**src/rtl/spi_pkg.sv**
```systemverilog
// Shared SPI definitions: FSM state encoding and the bus mode constants
// that the peripheral-side bench also uses.
package spi_pkg;

  // Transaction FSM states
  localparam logic [1:0] IDLE  = 2'd0;
  localparam logic [1:0] SETUP = 2'd1;
  localparam logic [1:0] HIGH  = 2'd2;
  localparam logic [1:0] LOW   = 2'd3;

  // SPI mode 0: clock idles low, data sampled on the rising edge
  localparam logic CPOL = 1'b0;
  localparam logic CPHA = 1'b0;

endpackage

```
**src/rtl/spi_master_if.sv**
```systemverilog
// Host-side handshake plus SPI pins of the SPI initiator, with a debug view
// of the transaction FSM state.
//
// Handshake: start is sampled on a clk edge only while busy=0; that edge
// latches txData and raises busy. start while busy=1 is ignored (no queue).
// done pulses for exactly one cycle together with busy falling, and rxData
// is valid from that cycle until the next done. start=1 during the done
// cycle is accepted, so holding start high gives back-to-back transfers.
interface spi_master_if #(parameter int width = 8);
  logic             start;
  logic [width-1:0] txData;
  logic             miso;
  logic             sclk;
  logic             cs_n;
  logic             mosi;
  logic [width-1:0] rxData;
  logic             busy;
  logic             done;
  logic [1:0]       state;

  modport master (
    input  start, txData, miso,
    output sclk, cs_n, mosi, rxData, busy, done, state
  );

  modport slave (
    output start, txData, miso,
    input  sclk, cs_n, mosi, rxData, busy, done, state
  );
endinterface

```
**src/rtl/spi_clkgen.sv**
```systemverilog
// Half-period divider for the SPI clock: emits a one-cycle tick every
// clkdiv cycles while enabled, restarting from zero whenever disabled.
module spi_clkgen #(
  parameter int clkdiv = 4
) (
  input  logic clk,
  input  logic reset_n,
  input  logic enable,
  output logic tick
);

  localparam int CW = $clog2(clkdiv + 1);
  localparam logic [CW-1:0] LAST = CW'(clkdiv - 1);

  logic [CW-1:0] cnt;

  assign tick = enable && (cnt == LAST);

  // Count 0..clkdiv-1 while enabled so the first tick lands clkdiv cycles after enable
  always_ff @(posedge clk or negedge reset_n) begin
    if (!reset_n) begin
      cnt <= '0;
    end else if (!enable || tick) begin
      cnt <= '0;
    end else begin
      cnt <= cnt + CW'(1);
    end
  end

endmodule

```
**src/rtl/spi_master.sv**
```systemverilog
// SPI mode-0 initiator: shifts one word out on mosi MSB-first while shifting
// miso in, and reports the received word with a one-cycle done pulse.
module spi_master
  import spi_pkg::*;
#(
  parameter int width  = 8,
  parameter int clkdiv = 4
) (
  input  logic         clk,
  input  logic         reset_n,
  spi_master_if.master bus
);

  localparam int CW = $clog2(width + 1);
  localparam logic [CW-1:0] LASTBIT = CW'(width);

  logic [1:0]       state;
  logic [CW-1:0]    bitCnt;
  logic [width-1:0] txShift;
  logic [width-1:0] rxShift;
  logic             sclkQ;
  logic             csNQ;
  logic             mosiQ;
  logic             busyQ;
  logic             doneQ;
  logic [width-1:0] rxDataQ;
  logic             phaseEn;
  logic             tick;

  assign phaseEn = (state != IDLE);

  spi_clkgen #(.clkdiv(clkdiv)) u_clkgen (
    .clk     (clk),
    .reset_n (reset_n),
    .enable  (phaseEn),
    .tick    (tick)
  );

  // Transaction FSM; every output is a register updated here
  always_ff @(posedge clk or negedge reset_n) begin
    if (!reset_n) begin
      state   <= IDLE;
      bitCnt  <= '0;
      txShift <= '0;
      rxShift <= '0;
      sclkQ   <= CPOL;
      csNQ    <= 1'b1;
      mosiQ   <= 1'b0;
      busyQ   <= 1'b0;
      doneQ   <= 1'b0;
      rxDataQ <= '0;
    end else begin
      doneQ <= 1'b0;
      case (state)
        IDLE: begin
          if (bus.start) begin
            // MSB goes out immediately; the rest waits in txShift, MSB-aligned
            mosiQ   <= bus.txData[width-1];
            txShift <= {bus.txData[width-2:0], 1'b0};
            rxShift <= '0;
            bitCnt  <= '0;
            csNQ    <= 1'b0;
            busyQ   <= 1'b1;
            state   <= SETUP;
          end
        end
        SETUP: begin
          if (tick) begin
            sclkQ   <= 1'b1;
            rxShift <= {rxShift[width-2:0], bus.miso};
            bitCnt  <= bitCnt + CW'(1);
            state   <= HIGH;
          end
        end
        HIGH: begin
          if (tick) begin
            sclkQ <= 1'b0;
            state <= LOW;
            // After the last sample mosi is held through the hold phase
            if (bitCnt != LASTBIT) begin
              mosiQ   <= txShift[width-1];
              txShift <= {txShift[width-2:0], 1'b0};
            end
          end
        end
        LOW: begin
          if (tick) begin
            if (bitCnt == LASTBIT) begin
              csNQ    <= 1'b1;
              busyQ   <= 1'b0;
              doneQ   <= 1'b1;
              rxDataQ <= rxShift;
              state   <= IDLE;
            end else begin
              sclkQ   <= 1'b1;
              rxShift <= {rxShift[width-2:0], bus.miso};
              bitCnt  <= bitCnt + CW'(1);
              state   <= HIGH;
            end
          end
        end
        default: state <= IDLE;
      endcase
    end
  end

  assign bus.sclk   = sclkQ;
  assign bus.cs_n   = csNQ;
  assign bus.mosi   = mosiQ;
  assign bus.busy   = busyQ;
  assign bus.done   = doneQ;
  assign bus.rxData = rxDataQ;
  assign bus.state  = state;

endmodule

```
**src/flat_wrapper.sv**
```systemverilog
// flat-port wrapper written by rule: the top's interface ports become plain ports
module spi_master_flat import spi_pkg::*;
#(
  parameter int width  = 8,
  parameter int clkdiv = 4
)
  (clk, reset_n, bus_start, bus_txData, bus_miso, bus_sclk, bus_cs_n, bus_mosi, bus_rxData, bus_busy, bus_done, bus_state);
  spi_master_if #(.width(width)) bus_i ();
  input  logic clk;
  input  logic reset_n;
  input wire logic [$bits(bus_i.start)-1:0] bus_start;
  input wire logic [$bits(bus_i.txData)-1:0] bus_txData;
  input wire logic [$bits(bus_i.miso)-1:0] bus_miso;
  output wire logic [$bits(bus_i.sclk)-1:0] bus_sclk;
  output wire logic [$bits(bus_i.cs_n)-1:0] bus_cs_n;
  output wire logic [$bits(bus_i.mosi)-1:0] bus_mosi;
  output wire logic [$bits(bus_i.rxData)-1:0] bus_rxData;
  output wire logic [$bits(bus_i.busy)-1:0] bus_busy;
  output wire logic [$bits(bus_i.done)-1:0] bus_done;
  output wire logic [$bits(bus_i.state)-1:0] bus_state;
  assign bus_i.start = bus_start;
  assign bus_i.txData = bus_txData;
  assign bus_i.miso = bus_miso;
  assign bus_sclk = bus_i.sclk;
  assign bus_cs_n = bus_i.cs_n;
  assign bus_mosi = bus_i.mosi;
  assign bus_rxData = bus_i.rxData;
  assign bus_busy = bus_i.busy;
  assign bus_done = bus_i.done;
  assign bus_state = bus_i.state;
  spi_master #(.width(width), .clkdiv(clkdiv)) u_core (.clk(clk), .reset_n(reset_n), .bus(bus_i));
endmodule
```
**config.mk**
```make
export PLATFORM = sky130hd
export DESIGN_NAME = spi_master_flat
export DESIGN_NICKNAME = d
export VERILOG_FILES = /design/src/rtl/spi_pkg.sv /design/src/rtl/spi_master_if.sv /design/src/rtl/spi_clkgen.sv /design/src/rtl/spi_master.sv /design/src/flat_wrapper.sv
export SDC_FILE = /design/constraint.sdc
export NUM_CORES = 1
export LEC_CHECK = 0
export ABC_AREA = 1
export CORE_MARGIN = 3
export CORE_UTILIZATION = 54
export DETAILED_ROUTE_END_ITERATION = 7
export PLACE_DENSITY_LB_ADDON = 0.08
export SLEW_MARGIN = 40
export SYNTH_ARGS = -nofsm -noshare
export SYNTH_HDL_FRONTEND = slang
export SYNTH_SLANG_ARGS = --single-unit
```
**constraint.sdc**
```tcl
create_clock -name clk -period 1.85 [get_ports clk]
set_clock_uncertainty 0.05 [all_clocks]
set_input_delay 0.185 -clock clk [delete_from_list [all_inputs] [get_ports clk]]
set_output_delay 0.185 -clock clk [all_outputs]
set_load 0.02 [all_outputs]
```
; Yosys cells after proc, flatten, opt, wreduce, memory -nomap -nowiden
; Index checks and enable logic that the tools add are counted.
[classes]
n_eq_ne = 13
addsub = 2
n_mux = 41
reduce_logical = 15
[ops]
columns = cell, n
row1 = 2-to-1 mux 8 bit, 7
row2 = one-hot mux 8 bit (3 select lines), 1
row3 = 2-to-1 mux 1 bit, 16
row4 = 2-to-1 mux 4 bit, 4
row5 = one-hot mux 8 bit (2 select lines), 1
row6 = one-hot mux 4 bit (3 select lines), 1
row7 = AND reduction 4 bit, 3
row8 = 2-to-1 mux 2 bit, 5
row9 = "!= test 2 bit, second input constant", 5
row10 = AND reduction 5 bit, 2
row11 = one-hot mux 2 bit (4 select lines), 1
row12 = one-hot mux 1 bit (2 select lines), 3
row13 = nonzero test 2 bit, 3
row14 = nonzero test 3 bit, 2
row15 = "adder 4 x 1 -> 4 bit, second input constant", 1
row16 = "== test 2 bit, second input constant", 2
row17 = "== test 4 bit, second input constant", 1
row18 = "!= test 2 x 1 -> 1 bit, second input constant", 2
row19 = "!= test 4 bit, second input constant", 1
row20 = "adder 3 x 1 -> 3 bit, second input constant", 1
row21 = "== test 3 x 2 -> 1 bit, second input constant", 1
row22 = 2-to-1 mux 3 bit, 1
row23 = one-hot mux 1 bit (3 select lines), 1
row24 = AND reduction 3 bit, 1
row25 = 5 further kinds, 5
[word_totals]
output_inout_bits = 15
ff_bits = 38

; Logic depth before layout (Yosys ltp)
; Gate-level depths: netlist of the first run.
[logic_depth]
word_depth = 4
depth_mapped = 11
ltp_nobuf = 10

; Cells and area by module
; From an unflattened synthesis of the first run, not the netlist that was laid out.
[unflattened]
hier_cells = 216
hier_area_um2 = 1794.2
[by_module_without_submodules]
columns = mod, instances, area_per_inst_um2, cells_per_inst
row1 = spi_master, 1, 1657.8, 202
row2 = spi_clkgen, 1, 136.4, 14

; Least setup slack after synthesis of the first run
; Ideal clock, no wire load.
[synth_path]
path_type = register to register
start = reg u_core.state[0], in the netlist u_core.bus.state[0]
end = reg u_core.bitCnt[0]
arrival_ps = 1561
setup_ps = 117
path_stages_with_launch = 10
path_slack_ps = 122
n_path_buf = 1
cell_sequence = dfrtp_1 inv_1 ha_1 clkinv_2 nand2_4 a21oi_4 nand2_4 buf_6 nand2_1 nand2_1
[synth_via]
elab_chain_len = 4
elab_cells_between_ends = 12
classes_between = 6 x eq/ne / 1 x mux / 5 x reduce/logical
[synth_rtl]
columns = item, line_no
row1 = from (decl), spi_master.sv:17  ; logic [1:0] state;
row2 = from (signal assigned), spi_master.sv:42  ; state <= IDLE;
row3 = from (signal assigned), spi_master.sv:64  ; state <= SETUP;
row4 = from (signal assigned), spi_master.sv:72  ; state <= HIGH;
row5 = nonzero test 2 bit, spi_master.sv:30  ; assign phaseEn = (state != IDLE);
row6 = logical AND 1 bit, spi_clkgen.sv:17  ; assign tick = enable && (cnt == LAST);
row7 = != test 2 bit (no source line), -
row8 = AND reduction 5 bit (no source line), -
row9 = to (signal assigned), spi_master.sv:71  ; bitCnt <= bitCnt + CW'(1);
row10 = to (signal assigned), spi_master.sv:97  ; bitCnt <= bitCnt + CW'(1);
row11 = to (decl), spi_master.sv:18  ; logic [CW-1:0] bitCnt;
; Parallel ways exist; a longest one is shown, timed or not.
; A chain may end at the register's enable or synchronous reset.

; Worst setup path after layout of the first run
[layout_path]
start = reg u_core.state[0], in the netlist u_core.bus.state[0]
end = reg u_core.txShift[6]
[layout_via]
elab_chain_len = 4
elab_cells_between_ends = 10
classes_between = 4 x eq/ne / 1 x mux / 5 x reduce/logical
[layout_rtl]
columns = item, line_no
row1 = nonzero test 2 bit, spi_master.sv:30
row2 = logical AND 1 bit, spi_clkgen.sv:17
row3 = != test 2 bit (no source line), -
row4 = AND reduction 4 bit (no source line), -
row5 = to (signal assigned), spi_master.sv:59  ; txShift <= {bus.txData[width-2:0], 1'b0};
row6 = to (signal assigned), spi_master.sv:82  ; txShift <= {txShift[width-2:0], 1'b0};
row7 = to (decl), spi_master.sv:19  ; logic [width-1:0] txShift;
; Parallel ways exist; a longest one is shown, timed or not.

==> impl_metrics.tcl, run 1 <==
set metrics [dict create \
    grt_max_degree 38 \
    grt_antenna_before_repair 0 \
    fmax_mhz 591 \
    syn_area_mm2 0.00199 \
    fillers 269 \
    syn-instance-count 244 \
    place_area_mm2 0.00230 \
    final_area_mm2 0.00246 \
    grt_pass1_vias 1476 \
    setup_viol 0 \
    place_congestion 0.755 \
    initial_utilization 0.578 \
    drt_iter0_markers 106 \
    io-pin-count 27 \
    net-switching-power_uw 1530 \
    timing.final.ws_setup_ps 158 \
    cp-startpoint "u_core.bus.state[0]" \
    avgRoutedWirePerCell_um 11.5 \
    cts-root-buf "clkbuf_8" \
    rr_worst_depth 10 \
    cts.path.max_buffers 2 \
    multi_input_area_um2 903 \
    antenna_left 0 \
    final_cell_mix "nand2_1 (90), dfrtp_1 (35), clkdlybuf4s50_1 (26)" \
    cp.required_ps 1980 \
    dr_total_vias 1592 \
    p_clk_frac 0.216 \
    dpl.hpwl_um 2520 \
    dp_slack_ps 75.4 \
    critPathSlowestCell "dfrtp_2" \
    drv_cap 0 \
    cts_tree "built" \
    p_comb_frac 0.482 \
    dieArea_mm2 0.00445 \
    regArea_um2 928 \
    avgSynthCellArea_um2 8.15 \
    r2r_setup_slack_ps 160 \
    htreeDepth 2 \
    die_h_um 66.7 \
    drive_gt1_frac 0.160 \
    avgViaCountPerCell 4.87 \
    hold_class "input pin to async pin" \
    syn2layout_area_growth_pct 23.9 \
    yosys.area.top_type "dfrtp_1" \
    worst_slew_pin_slew_ps 470 \
    remaining_drc_errors 0 \
    final_common_cell "nand2_1" \
    r2r_end "u_core.txShift[6]" \
    portBuffers 26 \
    die_w_um 66.7 \
    critPathCaptureType "register" \
    critPathLaunchType "register" \
    clkLatencyLatePin_ps 280 \
    clock-sinks 37 \
    hold-worst-slack_ps 253 \
    slew_headroom 0.686 \
    worstPathCellList "inv_1 -> ha_2 -> clkinv_2 -> nand2_4 -> inv_2 -> nor2_2 -> nor2_4 -> buf_4 -> nand3_1 -> nand2_1" \
    critPathMaxFanout 6 \
    p_per_area_mw_per_mm2 1540 \
    clk_pin_slew_ps 70 \
    yosysSeqAreaShare 0.466 \
    core_mm2 0.00344 \
    ir_drop_v 0.00105 \
    grt_use_total 0.194 \
    fp-row-count 21 \
    fin_nets 301 \
    slowest_delay_ps 440 \
    cts_made_buffers 5 \
    switching_share 0.403 \
    slew_viol_final 0 \
    arrival_ps 1830 \
    ys_warn_count 0 \
    dp_cells 316 \
    ys_ff_latch 37 \
    gr-total-overflow 0 \
    grt_pass1_wl_um 6380 \
    n_antenna_cell 0 \
    synth_area_leaders "dfrtp_1 (45%), nand2_1 (17%), ha_1 (5.7%)" \
    instances_no_fill 327 \
    hold_violations 0 \
    rsz0062_at_grt "no" \
    final.setup.tns_ps 0 \
    internal_power_uw 2270 \
    drt_first_pass_iters 4 \
    worstReg2RegStart "u_core.bus.state[0]" \
    fin_crit_ps 1690 \
    min_period_over_period 0.915 \
    power_frac_seq 0.302 \
    wirelength_um 3750 \
    status "finished clean" \
    synth_top_area_share 0.453 \
    yosysUniqueCellTypes 24 \
    synth_nets 265 \
    path_class "register to register" \
    leakage_uw 0.00128 \
]
[worst max path at each step]
stage,end
finish,u_core.txShift[6]
global route,u_core.txShift[4]
CTS,u_core.bus.rxData[7]
detailed placement,u_core.bus.rxData[7]
global placement,u_core.bus.rxData[7]
floorplan,u_core.bitCnt[0]
[power by group through the flow]
stage | Clock, uW | Sequential, uW | Combinational, uW
final | 822 | 1150 | 1830
after CTS | 847 | 1150 | 1780
after floorplan | 0 | 1210 | 1260
after global placement | 0 | 1160 | 1720
after global routing | 870 | 1170 | 2070
after detailed placement | 0 | 1160 | 1750
[sequential cells by signal, indices dropped and copies added, names as in the netlist]
name / count
u_core.u_clkgen.cnt: 3
u_core.bus.done: 1
u_core.bus.state: 2
u_core.bus.sclk: 1
u_core.txShift: 7
u_core.rxShift: 8
u_core.bus.cs_n: 1
u_core.bitCnt: 4
u_core.bus.busy: 1
u_core.bus.mosi: 1
u_core.bus.rxData: 8
[cells in the mapped netlist, drive strengths merged]
cell type  count
a21oi          2
nand4          2
clkinv         1
nand2         97
dfrtp         36
ha             9
nand3         23
o21ai         12
dfstp          1
nor2          25
buf            8
xnor2          1
nand3b         2
inv           25
[logic make-up after synthesis]
kind of cell,after synthesis,synth area share
simple gates,149,0.333
flops,37,0.466
buf+inv,34,0.0836
compound gates,14,0.0560
fa+ha+maj,9,0.0566
xor+xnor,1,0.00440
[per-layer routing]
layer / wire, um / track usage / part of all wire / vias up
li1: - / - / - / 822
met1: 1760 / 0.231 / 0.47 / 738
met2: 1740 / 0.325 / 0.46 / 27
met3: 181 / 0.0523 / 0.048 / 5
met4: 61 / 0.0838 / 0.016 / 0
met5: 0 / 0 / 0 / -
[worst max-delay path: cells and delay by family (launching register included)]
family,cells,cell delay (ps)
buffers and inverters,4,450
DFF,1,440
and+or+nand+nor,5,420
adders and majority gates,1,220
[final cells by class]
type | instances | share of cell area
tap | 46 | 0.0234
sequential | 37 | 0.377
inverter | 26 | 0.0401
multi-input combinational | 173 | 0.366
timing repair buffer | 37 | 0.139
clock inverter | 3 | 0.0264
clock buffer | 5 | 0.0279
[timing repair]
| item | 4_1_cts | 5_1_grt |
|---|---|---|
| endpoints found under the setup margin | 0 | 15 |
| resized for setup | 0 | 3 |
| setup buffers | 0 | 3 |
| hold buffers | 0 | 0 |
| endpoints found under the hold margin | 0 | 0 |
[metrics by stage]
stage | util | total power, uW
6_report | 0.716 | 3800
5_1_grt | 0.716 | 4120
4_1_cts | 0.707 | 3770
3_5_place_dp | 0.668 | 2910
3_3_place_gp | 0.668 | 2880
2_1_floorplan | - | 2470
Power figures use the tool's default switching activity.
==> run 2: changes to the inputs <==
Settings changed: CORE_MARGIN 3 to unset.
==> run 2 against run 1 <==
Die area decreased by 12%. Largest power group unchanged. Fmax shrank 1.4%. Flip-flop and latch count did not move. Critical endpoint is now u_core.rxShift[2]. Via count shrank 1.4%. Non-clock buffer count fell by 2.
==> impl_metrics.tcl, run 2 (synthesis results as in run 1) <==
set metrics [dict create \
    place_congestion 0.786 \
    n_antenna_cell 0 \
    cts.path.max_buffers 2 \
    rr_worst_depth 10 \
    setup_viol 0 \
    grt_antenna_before_repair 0 \
    drt_iter0_markers 136 \
    power_frac_seq 0.309 \
    htreeDepth 2 \
    rsz0062_at_grt "yes" \
    multi_input_area_um2 906 \
    fin_util 0.712 \
    regArea_um2 928 \
    antenna_left 0 \
    fin_nets 299 \
    path_class "register to register" \
    place_area_mm2 0.00229 \
    cts-root-buf "clkbuf_8" \
    worstPathCellList "inv_1 -> ha_2 -> clkinv_2 -> nand2_4 -> nand2_2 -> nand2_2 -> nor2_4 -> nand2_4 -> nand2_1 -> nand2_1" \
    die_w_um 62.7 \
    drt_first_pass_iters 4 \
    slew_headroom 0.691 \
    p_comb_frac 0.469 \
    net-switching-power_uw 1510 \
    grt_pass1_wl_um 6230 \
    critPathMaxFanout 12 \
    clock-sinks 37 \
    slew_viol_final 0 \
    hold_violations 0 \
    hold_buffers 0 \
    p_clk_frac 0.222 \
    clkLatencyLatePin_ps 290 \
    fmax_mhz 583 \
    fp-row-count 21 \
    dp_slack_ps 67.4 \
    dr_total_vias 1570 \
    grt_pass1_vias 1466 \
    drive_gt1_frac 0.158 \
    final_common_cell "nand2_1" \
    final_cell_mix "nand2_1 (90), dfrtp_1 (35), clkdlybuf4s50_1 (26)" \
    ir_drop_v 0.000921 \
    final_area_mm2 0.00245 \
    grt_max_degree 38 \
    switching_share 0.405 \
    slowest_delay_ps 420 \
    grt_use_total 0.201 \
    instances_no_fill 325 \
    avgRoutedWirePerCell_um 10.8 \
    cts_tree "built" \
    status "finished clean" \
    dp_cells 315 \
    dpl.hpwl_um 2360 \
    worst_slew_pin_slew_ps 464 \
    critPathLaunchType "register" \
    dieArea_mm2 0.00393 \
    drv_cap 0 \
    syn2layout_area_growth_pct 23.3 \
    gr-total-overflow 0 \
    portBuffers 26 \
    core_mm2 0.00344 \
    leakage_uw 0.00127 \
    hold-worst-slack_ps 267 \
    arrival_ps 1850 \
    remaining_drc_errors 0 \
    min_period_over_period 0.928 \
    critPathCaptureType "register" \
    r2r_setup_slack_ps 130 \
    timing.final.ws_setup_ps 134 \
    initial_utilization 0.578 \
    critPathSlowestCell "dfrtp_1" \
    wirelength_um 3490 \
    cts_made_buffers 5 \
    clk_pin_slew_ps 70 \
    p_per_area_mw_per_mm2 1510 \
    internal_power_uw 2210 \
    hold_class "input pin to async pin" \
    die_h_um 62.7 \
    cp.required_ps 1980 \
    avgViaCountPerCell 4.83 \
    fillers 290 \
    io-pin-count 27 \
    fin_crit_ps 1720 \
]
## run 2: cell type report
type / count / area share
sequential: 37 / 0.379
clock inverter: 3 / 0.0265
timing repair buffer: 35 / 0.134
tap: 46 / 0.0235
clock buffer: 5 / 0.0281
multi-input combinational: 173 / 0.369
inverter: 26 / 0.0403
## run 2: stage by stage
| stage | TNS [ps] | total power, uW |
|---|---|---|
| after floorplan | 0 | 2470 |
| after global routing | -25.4 | 4030 |
| after global placement | 0 | 2850 |
| final | 0 | 3710 |
| after CTS | 0 | 3710 |
| after detailed placement | 0 | 2870 |
## run 2: per-layer routing
layer  vias to the layer above  track usage  share of wire
li1                        820            -              -
met1                       712        0.261           0.49
met2                        30        0.327           0.46
met3                         8       0.0401          0.036
met4                         0       0.0872          0.018
met5                         -            0              0
## run 2: path summary, 6_finish.rpt
kind                                   startpoint                      to
min in group clk           u_core.u_clkgen.cnt[0]  u_core.u_clkgen.cnt[0]
hold reg to reg            u_core.u_clkgen.cnt[0]  u_core.u_clkgen.cnt[0]
max in group asynchronous                 reset_n         u_core.bus.cs_n
setup reg to reg              u_core.bus.state[1]       u_core.rxShift[2]
setup / recovery              u_core.bus.state[1]       u_core.rxShift[2]
hold / removal                            reset_n       u_core.txShift[4]
## run 2: what timing repair did
action                                  CTS  global route
setup buffers                             0             2
endpoints found under the setup margin    0            28
gates resized for setup                   0             4
## run 2: power by group through the flow
stage                     Sequential, uW  Combinational (uW)  Clock [uW]
after floorplan                     1210                1260           0
after global placement              1160                1690           0
after detailed placement            1160                1710           0
after CTS                           1150                1720         846
after global routing                1180                1980         879
final                               1150                1740         826
## run 2: worst max-delay path: cells and delay by family, from the launching register on
kind | cells | cell delay [ps]
buffers and inverters | 2 | 220
and+or+nand+nor | 7 | 710
DFF | 1 | 420
adders and majority gates | 1 | 210
==> run 3: changes to the inputs <==
Settings changed: SLEW_MARGIN 40 to 20.
==> results of run 3 <==
The final DEF is identical to that of run 2; final timing and power are the same.
